--- src/rtl/alu_pkg.sv ---
// Shared ALU definitions: divider FSM states and width constants.
// Imported by the divider top and its datapath step.
package alu_pkg;

   typedef enum logic [1:0] {
      IDLE,
      CALC,
      FIX,
      DONE
   } div_state_t;

   localparam int ALU_WIDTH = 32;
   localparam logic [ALU_WIDTH-1:0] DIV_DZ_Q = 32'hFFFFFFFF;

endpackage

--- src/rtl/div_step.sv ---
// One restoring-division iteration (combinational).
// Ports: rem/dvd_msb/dvs in; rem_next and q_bit out.
module div_step #(
   parameter int WIDTH = 32
) (
   input  logic [WIDTH-1:0] rem,
   input  logic             dvd_msb,
   input  logic [WIDTH-1:0] dvs,
   output logic [WIDTH-1:0] rem_next,
   output logic             q_bit
);

   logic [WIDTH:0] shifted;
   logic [WIDTH:0] diff;

   // The extra top bit keeps the carry out of the shift; the
   // borrow of the WIDTH+1 bit subtract is the inverse quotient bit.
   always_comb begin
      shifted  = {rem, dvd_msb};
      diff     = shifted - {1'b0, dvs};
      q_bit    = ~diff[WIDTH];
      rem_next = q_bit ? diff[WIDTH-1:0] : shifted[WIDTH-1:0];
   end

endmodule

--- src/rtl/alu_div_seq.sv ---
// Iterative restoring divider for DIV/DIVU (Q to LO, R to HI).
// Ports: clk/reset, start/A/B/Sign in; ready/busy/done, Q/R/DZ/V out.
module alu_div_seq
   import alu_pkg::*;
#(
   parameter int WIDTH = ALU_WIDTH,
   parameter int CNT_W = 6
) (
   input  logic             clk,
   input  logic             reset,
   input  logic             start,
   input  logic [WIDTH-1:0] A,
   input  logic [WIDTH-1:0] B,
   input  logic             Sign,
   output logic             ready,
   output logic             busy,
   output logic             done,
   output logic [WIDTH-1:0] Q,
   output logic [WIDTH-1:0] R,
   output logic             DZ,
   output logic             V
);

   localparam logic [WIDTH-1:0] MIN_NEG = {1'b1, {(WIDTH-1){1'b0}}};

   div_state_t       state_q, state_d;
   logic [CNT_W-1:0] cnt_q, cnt_d;
   logic [WIDTH-1:0] a_q, a_d;
   logic [WIDTH-1:0] dvd_q, dvd_d;
   logic [WIDTH-1:0] dvs_q, dvs_d;
   logic [WIDTH-1:0] rem_q, rem_d;
   logic [WIDTH-1:0] q_q, q_d;
   logic [WIDTH-1:0] r_q, r_d;
   logic             negq_q, negq_d;
   logic             negr_q, negr_d;
   logic             ovf_q, ovf_d;
   logic             dz_q, dz_d;
   logic             v_q, v_d;
   logic [WIDTH-1:0] rem_next;
   logic             q_bit;

   div_step #(
      .WIDTH(WIDTH)
   ) u_step (
      .rem     (rem_q),
      .dvd_msb (dvd_q[WIDTH-1]),
      .dvs     (dvs_q),
      .rem_next(rem_next),
      .q_bit   (q_bit)
   );

   always_comb begin
      state_d = state_q;
      cnt_d   = cnt_q;
      a_d     = a_q;
      dvd_d   = dvd_q;
      dvs_d   = dvs_q;
      rem_d   = rem_q;
      q_d     = q_q;
      r_d     = r_q;
      negq_d  = negq_q;
      negr_d  = negr_q;
      ovf_d   = ovf_q;
      dz_d    = dz_q;
      v_d     = v_q;
      unique case (state_q)
         IDLE: begin
            if (start) begin
               a_d    = A;
               // Two's-complement negate of MIN_NEG is itself,
               // which is the correct unsigned magnitude.
               dvd_d  = (Sign & A[WIDTH-1]) ? -A : A;
               dvs_d  = (Sign & B[WIDTH-1]) ? -B : B;
               negq_d = Sign & (A[WIDTH-1] ^ B[WIDTH-1]);
               negr_d = Sign & A[WIDTH-1];
               ovf_d  = Sign && (A == MIN_NEG) && (B == '1);
               rem_d  = '0;
               cnt_d  = '0;
               dz_d   = 1'b0;
               v_d    = 1'b0;
               state_d = (B == '0) ? FIX : CALC;
            end
         end
         CALC: begin
            rem_d = rem_next;
            dvd_d = {dvd_q[WIDTH-2:0], q_bit};
            if (cnt_q == CNT_W'(WIDTH - 1)) begin
               state_d = FIX;
            end else begin
               cnt_d = cnt_q + 1'b1;
            end
         end
         FIX: begin
            if (dvs_q == '0) begin
               q_d  = WIDTH'(DIV_DZ_Q);
               r_d  = a_q;
               dz_d = 1'b1;
            end else begin
               // Overflow needs no special case: the magnitude
               // quotient is already MIN_NEG and negQ is 0.
               q_d = negq_q ? -dvd_q : dvd_q;
               r_d = negr_q ? -rem_q : rem_q;
               v_d = ovf_q;
            end
            state_d = DONE;
         end
         DONE: begin
            state_d = IDLE;
         end
      endcase
   end

   always_ff @(posedge clk or posedge reset) begin
      if (reset) begin
         state_q <= IDLE;
         cnt_q   <= '0;
         a_q     <= '0;
         dvd_q   <= '0;
         dvs_q   <= '0;
         rem_q   <= '0;
         q_q     <= '0;
         r_q     <= '0;
         negq_q  <= 1'b0;
         negr_q  <= 1'b0;
         ovf_q   <= 1'b0;
         dz_q    <= 1'b0;
         v_q     <= 1'b0;
      end else begin
         state_q <= state_d;
         cnt_q   <= cnt_d;
         a_q     <= a_d;
         dvd_q   <= dvd_d;
         dvs_q   <= dvs_d;
         rem_q   <= rem_d;
         q_q     <= q_d;
         r_q     <= r_d;
         negq_q  <= negq_d;
         negr_q  <= negr_d;
         ovf_q   <= ovf_d;
         dz_q    <= dz_d;
         v_q     <= v_d;
      end
   end

   assign ready = (state_q == IDLE);
   assign busy  = (state_q == CALC) || (state_q == FIX);
   assign done  = (state_q == DONE);
   assign Q     = q_q;
   assign R     = r_q;
   assign DZ    = dz_q;
   assign V     = v_q;

endmodule

--- config.mk ---
export PLATFORM = sky130hd
export DESIGN_NAME = alu_div_seq
export DESIGN_NICKNAME = d
export VERILOG_FILES = /design/src/rtl/alu_pkg.sv /design/src/rtl/div_step.sv /design/src/rtl/alu_div_seq.sv
export SDC_FILE = /design/constraint.sdc
export NUM_CORES = 1
export LEC_CHECK = 0
export CAP_MARGIN = 15
export CORE_ASPECT_RATIO = 1.1
export CORE_MARGIN = 2
export CORE_UTILIZATION = 52
export CTS_CLUSTER_SIZE = 28
export DETAILED_ROUTE_END_ITERATION = 8
export HOLD_SLACK_MARGIN = 0.06
export PLACE_DENSITY = 0.77
export SYNTH_ARGS = -nofsm -noshare
export SYNTH_HDL_FRONTEND = slang
export SYNTH_SLANG_ARGS = --single-unit
--- constraint.sdc ---
create_clock -name clk -period 6.56 [get_ports clk]
set_input_delay 1.312 -clock clk [delete_from_list [all_inputs] [get_ports clk]]
set_output_delay 1.312 -clock clk [all_outputs]
set_load 0.01 [all_outputs]
==> results.ini, run 1 <==
[yosys]
syn-cell-area_um2=13100
yosys_warnings=0
netlist_instances=1479
ys_ff_latch=205
netlist-cell-type-count=74
async_flop_share_pct=100
synth_edf_count=0
syn-num-nets=1590
syn_area_per_cell_um2=8.84
synthFlopType=dfrtp_1
seq_area_frac_synth_pct=39.2

[clock_network]
clock_latency_ns=0.51
cts_resized=0
cts_setup_buffers=0
cts_hold_buf=0
cts_tree=done
cts-root-buf=clkbuf_16
clk_pin_slew_ns=0.06
cts_buffers=23
cts_num_sinks=205
cts_max_level=1
cts_buffer_depth=3

[power]
p_leak_nw=6.45
power_density_nw_per_um2=521
vdd_drop_max_mv=0.256

[timing]
rsz0062_at_grt=false
slew_headroom_pct=34.3
fmax_mhz=269
finalCritPeriodShare_pct=56.8
tightest_slew_ns=0.984
whs_ns=0.491
fin_crit_ns=3.72
tns_ns=0
hold_viol=0
setup_viol=0
fin_ws_ns=2.84
final_max_slew_viol_count=0
fin_skew_ns=0.00919

[setup_path]
r2r_start=dvd_q[31]
crit_path_end_kind=register
crit_arrival_ns=4.09
worstSetupPathType=input pin to register
crit_fanout=7
worstSetupStartpointType=input pin
cp.required_ns=6.92
startpoint=A[6]

[finish]
fin_cells=1902
drive_above_1_share_pct=7.92
nNetsFinal=1686
fin_area_um2=15400
area_growth_pct=17.9
layout_commonest_cell=dfrtp_1
fill_cells=2063
layout_common_cells=dfrtp_1 (205), nand2_1 (194), o21ai_0 (167), clkdlybuf4s50_1 (136), a21oi_1 (99)

[global_routing]
track_usage_pct=25.0
grt_overflow=0
grt_pass1_wl_mm=53.9
grt_pass1_vias=10600
antenna_found_initial=0
grt_max_degree=159

[status]
status=complete, no violations

[floorplan]
io-pin-count=137
fp.dieH_um=170
die_area_um2=26400
core_area_um2=24500
start_util_pct=53.2
die-width_um=155
num_rows=60

[place]
place_area_um2=14600
port_buffers=136
dp.cells=1859
place_congestion=0.893
dp_slack_ns=2.37
hpwlAfterDp_mm=24.5

[routing]
drt_iter0_drc=657
via_per_inst=5.89
via_count=11200
drc=0
ant_nets=0
drt_first_pass_iters=5
routed_wl_mm=33.2
wl_per_cell_um=17.5

[run]
cap_violations=0

[hold_path]
hp-start=a_q[1]
holdCritPathClass=register to register

[Yosys cell counts, types with 3 or more instances]
cell type	count	share of area [%]
a21o_1	11	0.63
a21oi_1	99	3.8
a221o_1	3	0.23
a22o_1	3	0.20
a2bb2oi_1	4	0.27
a31oi_1	14	0.67
and2_1	8	0.38
and3_1	4	0.19
buf_1	8	0.23
buf_2	4	0.15
clkbuf_1	59	1.7
dfrtp_1	205	39
ha_1	42	4.0
inv_1	55	1.6
mux2_2	56	4.8
mux2i_1	36	2.8
nand2_1	195	5.6
nand2b_1	12	0.57
nand3_1	15	0.57
nand3b_1	10	0.57
nand4_1	14	0.67
nor2_1	98	2.8
nor2b_1	11	0.53
nor3_1	19	0.73
nor3b_1	5	0.29
nor4_1	20	0.96
o211ai_1	6	0.34
o21a_1	7	0.40
o21ai_0	167	6.4
o21ai_1	10	0.38
o22a_1	24	1.6
o31ai_1	25	1.4
o41ai_1	10	0.67
or2_2	6	0.29
or3_1	17	0.81
or4_1	5	0.29
xnor2_1	72	4.8
xor2_1	69	4.6
[power by group]
group | switching (W) | total (W) | internal (W)
logic | 0.00231 | 0.00432 | 0.00201
clock network | 0.000518 | 0.00129 | 0.000770
registers | 0.000583 | 0.00243 | 0.00185
[cells by family after synthesis]
kind of cell / after synthesis / synth area share, %
and+or+nand+nor: 455 / 16.5
DFF: 205 / 39.2
buffers and inverters: 129 / 3.80
xor gates and xnor gates: 141 / 9.45
AOI/OAI and AO/OA: 414 / 19.2
muxes: 92 / 7.58
adders and majority gates: 43 / 4.17
[metal layers]
metal	track usage, %	routed length, µm
met5	0	0
met4	8.82	1100
met3	3.08	1590
met2	42.4	15800
met1	33.1	14700
[flip-flops by register name, summed over array words and instances, names as in the netlist]
| register | flops |
|---|---|
| ovf_q | 1 |
| R | 32 |
| DZ | 1 |
| cnt_q | 6 |
| dvs_q | 32 |
| Q | 32 |
| V | 1 |
| a_q | 32 |
| rem_q | 32 |
| state_q | 2 |
| negq_q | 1 |
| negr_q | 1 |
| dvd_q | 32 |
[worst paths after layout]
| check | cells after the start | endpoint | slack, ns |
|---|---|---|---|
| min reg2reg | 2 | a_q[1] | 0.49 |
| max | 9 | dvd_q[25] | 2.84 |
| min in group asynchronous | 2 | Q[10] | 1.21 |
| min | 2 | a_q[1] | 0.49 |
| max reg2reg | 12 | rem_q[1] | 2.84 |
| max in group asynchronous | 3 | a_q[19] | 4.10 |
[per-stage QoR]
| step | total power [W] | utilization [%] |
|---|---|---|
| floorplan | 0.00546 | - |
| global placement | 0.00658 | 59.6 |
| detailed placement | 0.00673 | 59.6 |
| CTS | 0.00804 | 62.7 |
| global route | 0.00867 | 62.8 |
| finish | 0.00804 | 62.8 |
[layout make-up]
cell class | count | area (µm²) | share of cell area, %
Sequential cell | 205 | 5130 | 33.3
Antenna cell | 1 | 2.50 | 0.0162
Clock buffer | 33 | 653 | 4.24
Multi-Input combinational cell | 1145 | 7480 | 48.6
Inverter | 56 | 214 | 1.39
Clock inverter | 8 | 96.3 | 0.625
Tap cell | 310 | 388 | 2.52
Timing Repair Buffer | 144 | 1450 | 9.38
[critical path: stages]
cell and delay [ns]:
clkdlybuf4s50_1 0.51, nor4_1 0.65, nand2_1 0.38, nor4b_1 0.61, a21oi_1 0.17, xnor2_1 0.18
nor2_1 0.05, a21oi_1 0.14, o21ai_0 0.08
Power figures use the tool's default switching activity.
==> run 2, diff against run 1 <==
==> constraint.sdc (replaced) <==
create_clock -name clk -period 3 [get_ports clk]
set_input_delay 0.6 -clock clk [delete_from_list [all_inputs] [get_ports clk]]
set_output_delay 0.6 -clock clk [all_outputs]
set_load 0.01 [all_outputs]
==> run 2 against run 1 <==
  * Combinational power grew to 2.5 times the previous value
  * Critical path depth grew 2
  * Highest routed layer unchanged
  * Final area is 7.5% higher
  * Total power rose by 140%
  * Worst setup slack lost 2.7 ns
  * Hold slack better by 0.0075 ns
  * Final cell count rose by 6.3%
  * Clock power up 140%
  * Sequential share of layout area shrank 2.3 points
  * First-iteration DRC count is 34% higher
  * Register-to-register slack got worse by 2.7 ns
==> results.ini, run 2 (synthesis results as in run 1) <==
[timing]
tightest_slew_ns=0.625  ; was 0.984 ns
hold_viol=0  ; unchanged
finalCritPeriodShare_pct=95.0
fin_skew_ns=0.0205  ; was 0.00919 ns
setup_viol=0  ; unchanged
fmax_mhz=351
final_max_slew_viol_count=0  ; unchanged
rsz0062_at_grt=false  ; unchanged
tns_ns=0  ; unchanged
slew_headroom_pct=58.2  ; was 34.3%
fin_crit_ns=2.85

[power]
p_leak_nw=7.10  ; was 6.45 nW
p_clk_share_pct=15.9  ; was 16.0%
p_int_w=0.0113  ; was 0.00463 W
p_seq_share_pct=26.7  ; was 30.2%
vdd_drop_max_mv=0.694  ; was 0.256 mV
p_sw_w=0.00792  ; was 0.00341 W
power_frac_comb_pct=57.4  ; was 53.8%
swShare_pct=41.3  ; was 42.4%
power_density_nw_per_um2=1160  ; was 521 nW/µm²

[place]
dp.cells=1976  ; was 1,859
hpwlAfterDp_mm=26.7  ; was 24.5 mm
port_buffers=136  ; unchanged
place_congestion=0.925  ; was 0.893
place_area_um2=15600  ; was 14,600 µm²

[floorplan]
die-width_um=155  ; unchanged
die_area_um2=26400  ; unchanged
num_rows=60  ; unchanged
fp.dieH_um=170  ; unchanged
start_util_pct=53.2  ; unchanged
core_area_um2=24500  ; unchanged
io-pin-count=137  ; unchanged

[setup_path]
cp_top_family=compound AO/OA/AOI/OAI gates  ; was simple AND/OR/NAND/NOR gates
crit_arrival_ns=3.21  ; was 4.09 ns
path_cells=ha_1 > a21oi_1 > and2_2 > a2111oi_4 > o21ai_2 > a211o_1 > o211ai_4 > buf_12 > buf_6 > mux2i_1 > o21ai_0  ; was clkdlybuf4s50_1 > nor4_1 > nand2_1 > nor4b_1 > a21oi_1 > xnor2_1 > nor2_1 > a21oi_1 > o21ai_0
critical-path-slowest-cell=dfrtp_1  ; was nor4_1
crit_fanout=7  ; unchanged
worstSetupStartpointType=register  ; was input pin
slowest_delay_ns=0.40  ; was 0.65 ns
cp.required_ns=3.36  ; was 6.92 ns
crit_buf_inv=2  ; was 1
r2r_cells=11  ; was 12
cp.depth=11  ; was 9
worstSetupPathType=register to register  ; was input pin to register
crit_path_end_kind=register  ; unchanged

[finish]
layout_common_cells=dfrtp_1 (205), nand2_1 (194), o21ai_0 (162), clkdlybuf4s50_1 (136), buf_4 (117)  ; was dfrtp_1 (205), nand2_1 (194), o21ai_0 (167), clkdlybuf4s50_1 (136), a21oi_1 (99)
antenna-diode-count=0  ; was 1
final_core_util_pct=67.5  ; was 62.8%
fill_cells=1947  ; was 2,063
drive_above_1_share_pct=15.4  ; was 7.92%
nNetsFinal=1805  ; was 1,686
fin_cells=2021  ; was 1,902
fin_area_um2=16600  ; was 15,400 µm²
layout_commonest_cell=dfrtp_1  ; unchanged
area_growth_pct=26.8  ; was 17.9%

[routing]
wl_met2_mm=17.4  ; was 15.8 mm
drt_iter0_drc=879  ; was 657
wl_per_cell_um=17.5  ; about the same
via_per_inst=5.80  ; was 5.89
drt_first_pass_iters=5  ; unchanged
routed_wl_mm=35.3  ; was 33.2 mm
drc=0  ; unchanged
wl_met3_mm=1.76  ; was 1.59 mm
via_count=11700  ; was 11,200
ant_nets=0  ; unchanged
top_layer=met4  ; unchanged
wl_met1_mm=15.0  ; was 14.7 mm

[clock_network]
cts_buffers=23  ; unchanged
cts-root-buf=clkbuf_16  ; unchanged
cts_buffer_depth=3  ; unchanged
cts_max_level=1  ; unchanged
clk_pin_slew_ns=0.06  ; about the same
cts_tree=done  ; unchanged
clock_latency_ns=0.52  ; was 0.51 ns
cts_num_sinks=205  ; unchanged

[run]
cap_violations=0  ; unchanged

[status]
status=complete, no violations  ; unchanged

[global_routing]
grt_overflow=0  ; unchanged
track_usage_pct=26.3  ; was 25.0%
grt_pass1_wl_mm=56.7  ; was 53.9 mm
grt_pass1_vias=11400  ; was 10,600
antenna_found_initial=0  ; unchanged
grt_max_degree=98  ; was 159

[hold_path]
holdCritPathClass=input pin to async pin  ; was register to register

## run 2: cell types whose count changed in the layout (fill, tap and decap cells not counted), sizes merged
cell    before  now
buf          8  125
bufinv       2    4
clkbuf      33   35
clkinv       5    3
diode        1    0
inv         55   56
## run 2: area by class of cell
type                            instances  area (µm²)  share of cell area, %
Timing Repair Buffer                  263        2440                   14.7
Tap cell                              310         388                   2.34
Multi-Input combinational cell       1145        7580                   45.7
Clock inverter                          9         151                  0.913
Sequential cell                       205        5130                   31.0
Clock buffer                           33         673                   4.06
Inverter                               56         214                   1.29
## run 2: repair_timing
action,CTS,global route
hold buffers,0,0
gates cloned,0,2
setup buffers,0,1
endpoints found under the setup margin,5,36
resized for setup,2,23
pin swaps,0,4
## run 2: path summary, 6_finish.rpt
kind | from | end | slack, ns
worst min-delay path | reset | dvd_q[10] | 0.50
min in group clk | Q[9] | Q[9] | 0.50
worst min register to register | Q[9] | Q[9] | 0.50
worst max register to register | rem_q[14] | rem_q[16] | 0.15
max in group asynchronous | reset | a_q[16] | 1.78
worst max-delay path | rem_q[14] | rem_q[16] | 0.15
## run 2: per-stage QoR
stage	power [W]	hold slack (ns)	setup WS, ns
2_1_floorplan	0.0119	0.442	-0.258
3_3_place_gp	0.0153	0.469	-0.233
3_5_place_dp	0.0156	0.483	-0.275
4_1_cts	0.0188	0.500	0.000867
5_1_grt	0.0206	0.514	0.0252
6_report	0.0192	0.499	0.150
## run 2: worst reg2reg max path: stages (launching register included)
cell and delay (ns):
dfrtp_1 0.40, ha_1 0.38, a21oi_1 0.12, and2_2 0.24
a2111oi_4 0.31, o21ai_2 0.16, a211o_1 0.37, o211ai_4 0.12
buf_12 0.17, buf_6 0.14, mux2i_1 0.18, o21ai_0 0.11
## run 2: power by group through the flow
stage	clock [W]	combinational [W]	sequential, W
3_3_place_gp	0	0.0102	0.00507
4_1_cts	0.00308	0.0106	0.00509
6_report	0.00305	0.0110	0.00512
2_1_floorplan	0	0.00686	0.00507
3_5_place_dp	0	0.0105	0.00512
5_1_grt	0.00321	0.0121	0.00527
## run 2: per-layer routing
metal | track usage, % | vias to the layer above
li1 | - | 5704
met1 | 33.4 | 5617
met2 | 46.1 | 322
met3 | 3.18 | 71
met4 | 9.61 | 0
met5 | 0 | -
